`src/rtl/lcd_msg_arbiter.sv`:
```
`default_nettype none
// lcd_msg_arbiter: shares one 2x16 LCD writer between NREQ frame sources with a minimum on-screen hold.
// Define LCD_ARB_RR_EN for round-robin arbitration; the default build is fixed priority (lowest index wins).
module lcd_msg_arbiter #(
    parameter int           NREQ         = 4,
    parameter int           TICK_DIV     = 50000,
    parameter int           MIN_HOLD     = 1000,
    parameter int           LOAD_TIMEOUT = 262144,
    parameter logic [255:0] BOOT_MSG     = {"Loading", {25{8'h20}}}
) (
    input  logic                 disp_clk,
    input  logic                 disp_async_rst,
    input  logic [NREQ-1:0]      req,
    input  logic [NREQ*256-1:0]  msg_in,
    output logic [NREQ-1:0]      grant,
    output logic [255:0]         lcd_text,
    output logic                 lcd_load,
    input  logic                 lcd_busy,
    output logic [2:0]           active_id,
    output logic                 active_valid,
    output logic                 err_timeout
);

    localparam int PW = (TICK_DIV > 1)     ? $clog2(TICK_DIV)     : 1;
    localparam int HW = (MIN_HOLD > 1)     ? $clog2(MIN_HOLD)     : 1;
    localparam int CW = (LOAD_TIMEOUT > 1) ? $clog2(LOAD_TIMEOUT) : 1;
    localparam logic [PW-1:0] PRE_LAST  = PW'(TICK_DIV - 1);
    localparam logic [HW-1:0] HOLD_LAST = HW'(MIN_HOLD - 1);
    localparam logic [CW-1:0] CNT_LAST  = CW'(LOAD_TIMEOUT - 1);

    typedef enum logic [2:0] {
        ST_BOOT = 3'd0,
        ST_IDLE = 3'd1,
        ST_LOAD = 3'd2,
        ST_BUSY = 3'd3,
        ST_HOLD = 3'd4
    } state_t;

    state_t          state;
    logic [1:0]      busy_sync;
    logic            busy_s;
    logic [PW-1:0]   pre;
    logic [HW-1:0]   hold;
    logic [CW-1:0]   cnt;
    logic            win_valid;
    logic [2:0]      win_id;
    logic [NREQ-1:0] win_onehot;
    logic [255:0]    win_frame;

    assign busy_s = busy_sync[1];

`ifdef LCD_ARB_RR_EN
    logic [2:0] last_id;
    logic [2:0] any_id;
    logic [2:0] hi_id;
    logic       hi_valid;

    // Prefer the lowest requester above the last grant, else wrap to the lowest overall.
    always_comb begin
        any_id   = 3'd0;
        hi_id    = 3'd0;
        hi_valid = 1'b0;
        for (int i = NREQ - 1; i >= 0; i--) begin
            if (req[i]) begin
                any_id = 3'(i);
                if (i > int'(last_id)) begin
                    hi_id    = 3'(i);
                    hi_valid = 1'b1;
                end
            end
        end
        win_id = hi_valid ? hi_id : any_id;
    end
`else
    always_comb begin
        win_id = 3'd0;
        for (int i = NREQ - 1; i >= 0; i--) begin
            if (req[i]) begin
                win_id = 3'(i);
            end
        end
    end
`endif

    always_comb begin
        win_valid  = |req;
        win_onehot = '0;
        win_frame  = '0;
        for (int i = 0; i < NREQ; i++) begin
            if (3'(i) == win_id) begin
                win_onehot[i] = 1'b1;
                win_frame     = msg_in[256*i +: 256];
            end
        end
    end

    always_ff @(posedge disp_clk or negedge disp_async_rst) begin
        if (!disp_async_rst) begin
            state        <= ST_BOOT;
            lcd_text     <= BOOT_MSG;
            lcd_load     <= 1'b0;
            grant        <= '0;
            active_id    <= 3'd0;
            active_valid <= 1'b0;
            err_timeout  <= 1'b0;
            busy_sync    <= 2'b00;
            pre          <= '0;
            hold         <= '0;
            cnt          <= '0;
`ifdef LCD_ARB_RR_EN
            last_id      <= 3'(NREQ - 1);
`endif
        end else begin
            busy_sync <= {busy_sync[0], lcd_busy};
            grant     <= '0;
            case (state)
                ST_BOOT: begin
                    lcd_load <= 1'b1;
                    cnt      <= '0;
                    state    <= ST_LOAD;
                end
                ST_IDLE: begin
                    if (win_valid) begin
                        lcd_text     <= win_frame;
                        grant        <= win_onehot;
                        active_id    <= win_id;
                        active_valid <= 1'b1;
                        lcd_load     <= 1'b1;
                        cnt          <= '0;
                        state        <= ST_LOAD;
`ifdef LCD_ARB_RR_EN
                        last_id      <= win_id;
`endif
                    end
                end
                ST_LOAD: begin
                    if (busy_s) begin
                        lcd_load <= 1'b0;
                        cnt      <= '0;
                        state    <= ST_BUSY;
                    end else if (cnt == CNT_LAST) begin
                        // Give up on this frame but keep serving others.
                        err_timeout <= 1'b1;
                        lcd_load    <= 1'b0;
                        pre         <= '0;
                        hold        <= '0;
                        state       <= ST_HOLD;
                    end else begin
                        cnt <= cnt + CW'(1);
                    end
                end
                ST_BUSY: begin
                    if (!busy_s) begin
                        pre   <= '0;
                        hold  <= '0;
                        state <= ST_HOLD;
                    end else if (cnt == CNT_LAST) begin
                        err_timeout <= 1'b1;
                        pre         <= '0;
                        hold        <= '0;
                        state       <= ST_HOLD;
                    end else begin
                        cnt <= cnt + CW'(1);
                    end
                end
                ST_HOLD: begin
                    if (pre == PRE_LAST) begin
                        pre <= '0;
                        if (hold == HOLD_LAST) begin
                            state <= ST_IDLE;
                        end else begin
                            hold <= hold + HW'(1);
                        end
                    end else begin
                        pre <= pre + PW'(1);
                    end
                end
                default: state <= ST_BOOT;
            endcase
        end
    end

endmodule
`default_nettype wire

```
`config.mk`:
```
export PLATFORM = sky130hd
export DESIGN_NAME = lcd_msg_arbiter
export DESIGN_NICKNAME = d
export VERILOG_FILES = /design/src/rtl/lcd_msg_arbiter.sv
export SDC_FILE = /design/constraint.sdc
export NUM_CORES = 1
export LEC_CHECK = 0
export CAP_MARGIN = 15
export CORE_AREA = 5 5 509 511
export DETAILED_ROUTE_END_ITERATION = 8
export DIE_AREA = 0 0 514 516
export PLACE_DENSITY = 0.3
export SLEW_MARGIN = 20
export SYNTH_ARGS = -nofsm -noshare
export SYNTH_HDL_FRONTEND = slang
export SYNTH_SLANG_ARGS = --single-unit
```
`constraint.sdc`:
```
create_clock -name disp_clk -period 3.17 [get_ports disp_clk]
set_input_delay 0.634 -clock disp_clk [delete_from_list [all_inputs] [get_ports disp_clk]]
set_output_delay 0.634 -clock disp_clk [all_outputs]
set_load 0.005 [all_outputs]
```
* Word-level counts from Yosys, hierarchy flattened
Cells that the tools add are included.
** Storage, ports and cells
- Logic and storage cells :: 90
- Bits of input ports :: 1031
- Output and inout port bits :: 266
- Flip-flop bits (word level) :: 315
** Operators by class
- Eq/ne operators :: 17
- Reductions and logical operators :: 14
- Multiplexer cells :: 45
- Add/subtract/negate cells :: 3
** Operators by type and width (number)
- $mux 256 :: 4
- $mux 18 :: 4
- $pmux 18 s4 :: 1
- $mux 16 :: 4
- $mux 10 :: 5
- $pmux 16 s3 :: 1
- $pmux 10 s3 :: 1
- $mux 3 :: 8
- $add 18x1->18 const B :: 1
- $eq 18x18->1 const B :: 1
- $add 16x1->16 const B :: 1
- $eq 16x16->1 const B :: 1
- $pmux 3 s5 :: 1
- $ne 2x2->1 const B :: 6
- $reduce_and 3->1 :: 4
- $add 10x1->10 const B :: 1
- $eq 10x10->1 const B :: 1
- $mux 1 :: 10
- $mux 4 :: 2
- $eq 2x3->1 const A :: 2
- $eq 3x2->1 const B :: 2
- $logic_not 3->1 :: 2
- $reduce_bool 3->1 :: 2
- $mux 2 :: 2
- other kinds (11) :: 12

* Logic depth before layout (Yosys ltp)
- Depth in word-level cells :: 9
- Depth in mapped cells :: 8

* Worst setup path after synthesis
OpenSTA, ideal clock, no wires.
- Path kind :: register -> register
- Start point :: register pre[7]
- End point :: register hold[4]
- Library setup time :: 126 ps
- Arrival :: 2105 ps
- Setup slack :: 939 ps
- Period minus slack after synthesis :: 2231 ps
- Stages on the path, launching flop included :: 7
- Path buffers :: 1
- Cell sequence :: dfrtp_1 -> buf_6 -> or4b_4 -> nor4_4 -> nor2_2 -> or3_1 -> a221o_1
** On the way
- Longest elaborated chain between the ends :: 3
** Ends and longest elaborated chain
- start, declared :: line 42 : logic [PW-1:0] pre;
- start signal, assigned :: line 175 : pre <= pre + PW'(1);
- $eq 16x16->1 :: line 167 : if (pre == PRE_LAST) begin
- $ne 2x2->1 (no source line)
- $reduce_and 4->1 (no source line)
- end signal, assigned :: line 172 : hold <= hold + HW'(1);
- end, declared :: line 43 : logic [HW-1:0] hold;
Every way passes these cells.
A chain may end at the register's enable or synchronous reset.

* Worst setup path in the final report
- Start point :: register pre[7]
- End point :: register hold[8]
The elaborated chain is that of the path after synthesis.

==> impl_metrics.tcl <==
set metrics [dict create \
    status "finished, violations left" \
    violations "DRC" \
    dieArea_mm2 0.265 \
    synth_cell_types 58 \
    clockRootBuffer "clkbuf_16" \
    nets 4140 \
    powerDensity_mw_per_mm2 651 \
    async_flop_share_pct 100 \
    vdd_drop_max_uv 369 \
    ant_nets 0 \
    hold_violations 0 \
    synth-edff-count 0 \
    r2r_slack_ps 580 \
    postCtsSetupBuffers 0 \
    power.total_uw 23500 \
    cap_violations 0 \
    rows 185 \
    relSlewSlack_pct 34.5 \
    place_ws_ps -173 \
    fillers 28800 \
    grt_start_max_net_pins 77 \
    wl_per_cell_um 30.5 \
    hp-class "reg2reg" \
    worst-slew-pin-transition_ps 983 \
    core_area_mm2 0.253 \
    drive_above_1_share_pct 9.11 \
    initial_core_util_pct 6.47 \
    cts_resized 0 \
    fmax_mhz 387 \
    die_x_um 514 \
    cp_data_arrival_time_ps 3160 \
    fin_crit_ps 2590 \
    synth_top_flop_cell "dfrtp_1" \
    worstSetupPathType "reg2reg" \
    cts_buffers 51 \
    setup_violations 0 \
    h-tree-depth 2 \
    critPathMaxFanout 10 \
    vias 22900 \
    drc 2 \
    rsz0062_at_grt "false" \
    holdBufCountCts 1 \
    hpwlAfterDp_um 170000 \
    antenna_found_initial 159 \
    clk-insertion-delay-late_ps 660 \
    yosys_warnings 0 \
    synth_area_mm2 0.0164 \
    die_h_um 516 \
    post_drt_via_cell_ratio 3.51 \
    syn_to_final_growth_pct 120 \
    wirelength_um 199000 \
    cp-end-kind "register" \
    dp.cells 6418 \
    grt-ovfl-total 0 \
    postSynthCellCount 1800 \
    syn_nets 2834 \
    grt_pass1_vias 23000 \
    cts_tree "yes" \
    drv_slew 0 \
    gp_congestion 0.901 \
    worstSetupStartpointType "register" \
    grt_pass1_wl_um 248000 \
    drtIter0Drc 3149 \
    required_ps 3740 \
    detail_route.first_pass.iterations 9 \
    fin_skew_ps 21.6 \
    p_leak_uw 0.0128 \
    post-route-util_pct 14.2 \
    avgSynthCellArea_um2 9.11 \
    io_pins 1297 \
    clock_path_buffers 3 \
    clk_pin_slew_ps 60 \
    ys_seq_area_share_pct 48.3 \
    setup_ws_ps 583 \
    whs_ps 383 \
    ys_ff_latch 314 \
    io_buffers 1295 \
    grt_usage_pct 14.1 \
    final_cells 6540 \
    period_share_pct 81.6 \
    cts.sinks 314 \
]
==> worst paths after layout <==
kind,start,end,depth (start not counted)
min,busy_sync[0],busy_sync[1],0
min in group asynchronous,disp_async_rst,lcd_text[174],2
max reg2reg,pre[7],hold[8],6
max,pre[7],hold[8],6
min reg2reg,busy_sync[0],busy_sync[1],0
max in group asynchronous,disp_async_rst,lcd_text[117],3
==> power breakdown <==
part | leakage (µW) | switching (µW) | internal [µW] | total (µW)
clock | 0.000809 | 2450 | 3380 | 5830
sequential | 0.00362 | 1280 | 6030 | 7310
combinational | 0.00840 | 4780 | 5540 | 10300
==> stage by stage <==
step / area (µm²) / TNS [ps]
floorplan: 16400 / 0
CTS: 36000 / 0
global placement: 34300 / -2880
global route: 36000 / 0
finish: 36000 / 0
detailed placement: 34300 / -5300
==> registers in the layout, indices dropped and copies added, names as in the netlist <==
signal	cells
hold	10
lcd_load	1
busy_sync	2
grant	4
lcd_text	256
state	3
err_timeout	1
pre	16
cnt	18
active_valid	1
active_id	2
==> Yosys cell counts, types with 4 or more instances <==
| cell | number | share of area, % |
|---|---|---|
| dfstp_2 | 54 | 8.7 |
| nor2_1 | 291 | 6.7 |
| clkbuf_1 | 167 | 3.8 |
| nor4_1 | 4 | 0.15 |
| inv_1 | 9 | 0.21 |
| buf_1 | 10 | 0.23 |
| dfrtp_1 | 260 | 40 |
| a22o_1 | 4 | 0.21 |
| nand2_1 | 280 | 6.4 |
| buf_2 | 7 | 0.21 |
| nor2b_1 | 4 | 0.15 |
| a31oi_1 | 272 | 10 |
| nor3_1 | 8 | 0.24 |
| xnor2_1 | 9 | 0.48 |
| o21ai_0 | 19 | 0.58 |
| and4_1 | 6 | 0.32 |
| a21oi_1 | 23 | 0.70 |
| o21a_1 | 4 | 0.18 |
| nand4_1 | 10 | 0.38 |
| and3_1 | 10 | 0.38 |
| a211oi_1 | 7 | 0.32 |
| a222oi_1 | 256 | 16 |
| nand3_1 | 16 | 0.49 |
| o31ai_1 | 5 | 0.23 |
| o211ai_1 | 4 | 0.18 |
| and2_1 | 11 | 0.42 |
==> layer usage <==
layer  routed length (µm)  GRT usage, %
met5                  730             0
met4                 4600          2.86
met3                23900          6.96
met2                97000          24.6
met1                72800          15.6
==> cells in the final DEF (no fill, tap or decap), types with 5 or more instances in the layout <==
cell type,netlist,routed
diode_2,0,25
dfrtp_1,260,260
clkinv_2,0,7
and4_1,6,6
nand4_1,10,10
clkbuf_8,0,12
a31oi_1,272,272
a211oi_1,7,7
nor3_1,8,8
o21ai_0,19,19
a222oi_1,256,256
inv_1,9,9
nand2_1,280,280
clkbuf_1,167,21
dfstp_2,54,54
a21oi_1,23,23
and2_1,11,10
buf_12,0,27
nand3_1,16,16
and3_1,10,10
o31ai_1,5,5
buf_4,1,116
xnor2_1,9,9
nor2_1,291,290
clkdlybuf4s50_1,0,1294
clkbuf_16,0,52
==> area by class of cell <==
class                           instances  area [µm²]  area share (%)
Timing Repair Buffer                 1439       14400            39.9
Sequential cell                       314        7930            22.0
Multi-Input combinational cell       1291        7760            21.5
Tap cell                             3366        4210            11.7
Clock buffer                           85        1550            4.29
Clock inverter                         11        98.8           0.274
Antenna cell                           25        62.6           0.174
Inverter                                9        33.8          0.0938
==> critical path, cell delays in order (launching register included) <==
cell and delay (ps):
dfrtp_1 490, or4b_4 600, o41ai_1 470, buf_4 270
and2_1 380, a41oi_1 160, a21oi_1 130
==> cell families after synthesis <==
family / synth area share, %
adders and majority gates: 0.229
xor gates and xnor gates: 0.481
AOI/OAI and AO/OA: 29.4
DFF: 48.3
buffers and inverters: 4.59
and+or+nand+nor: 16.9
other: 0.0229
(Power assumes the default switching activity.)
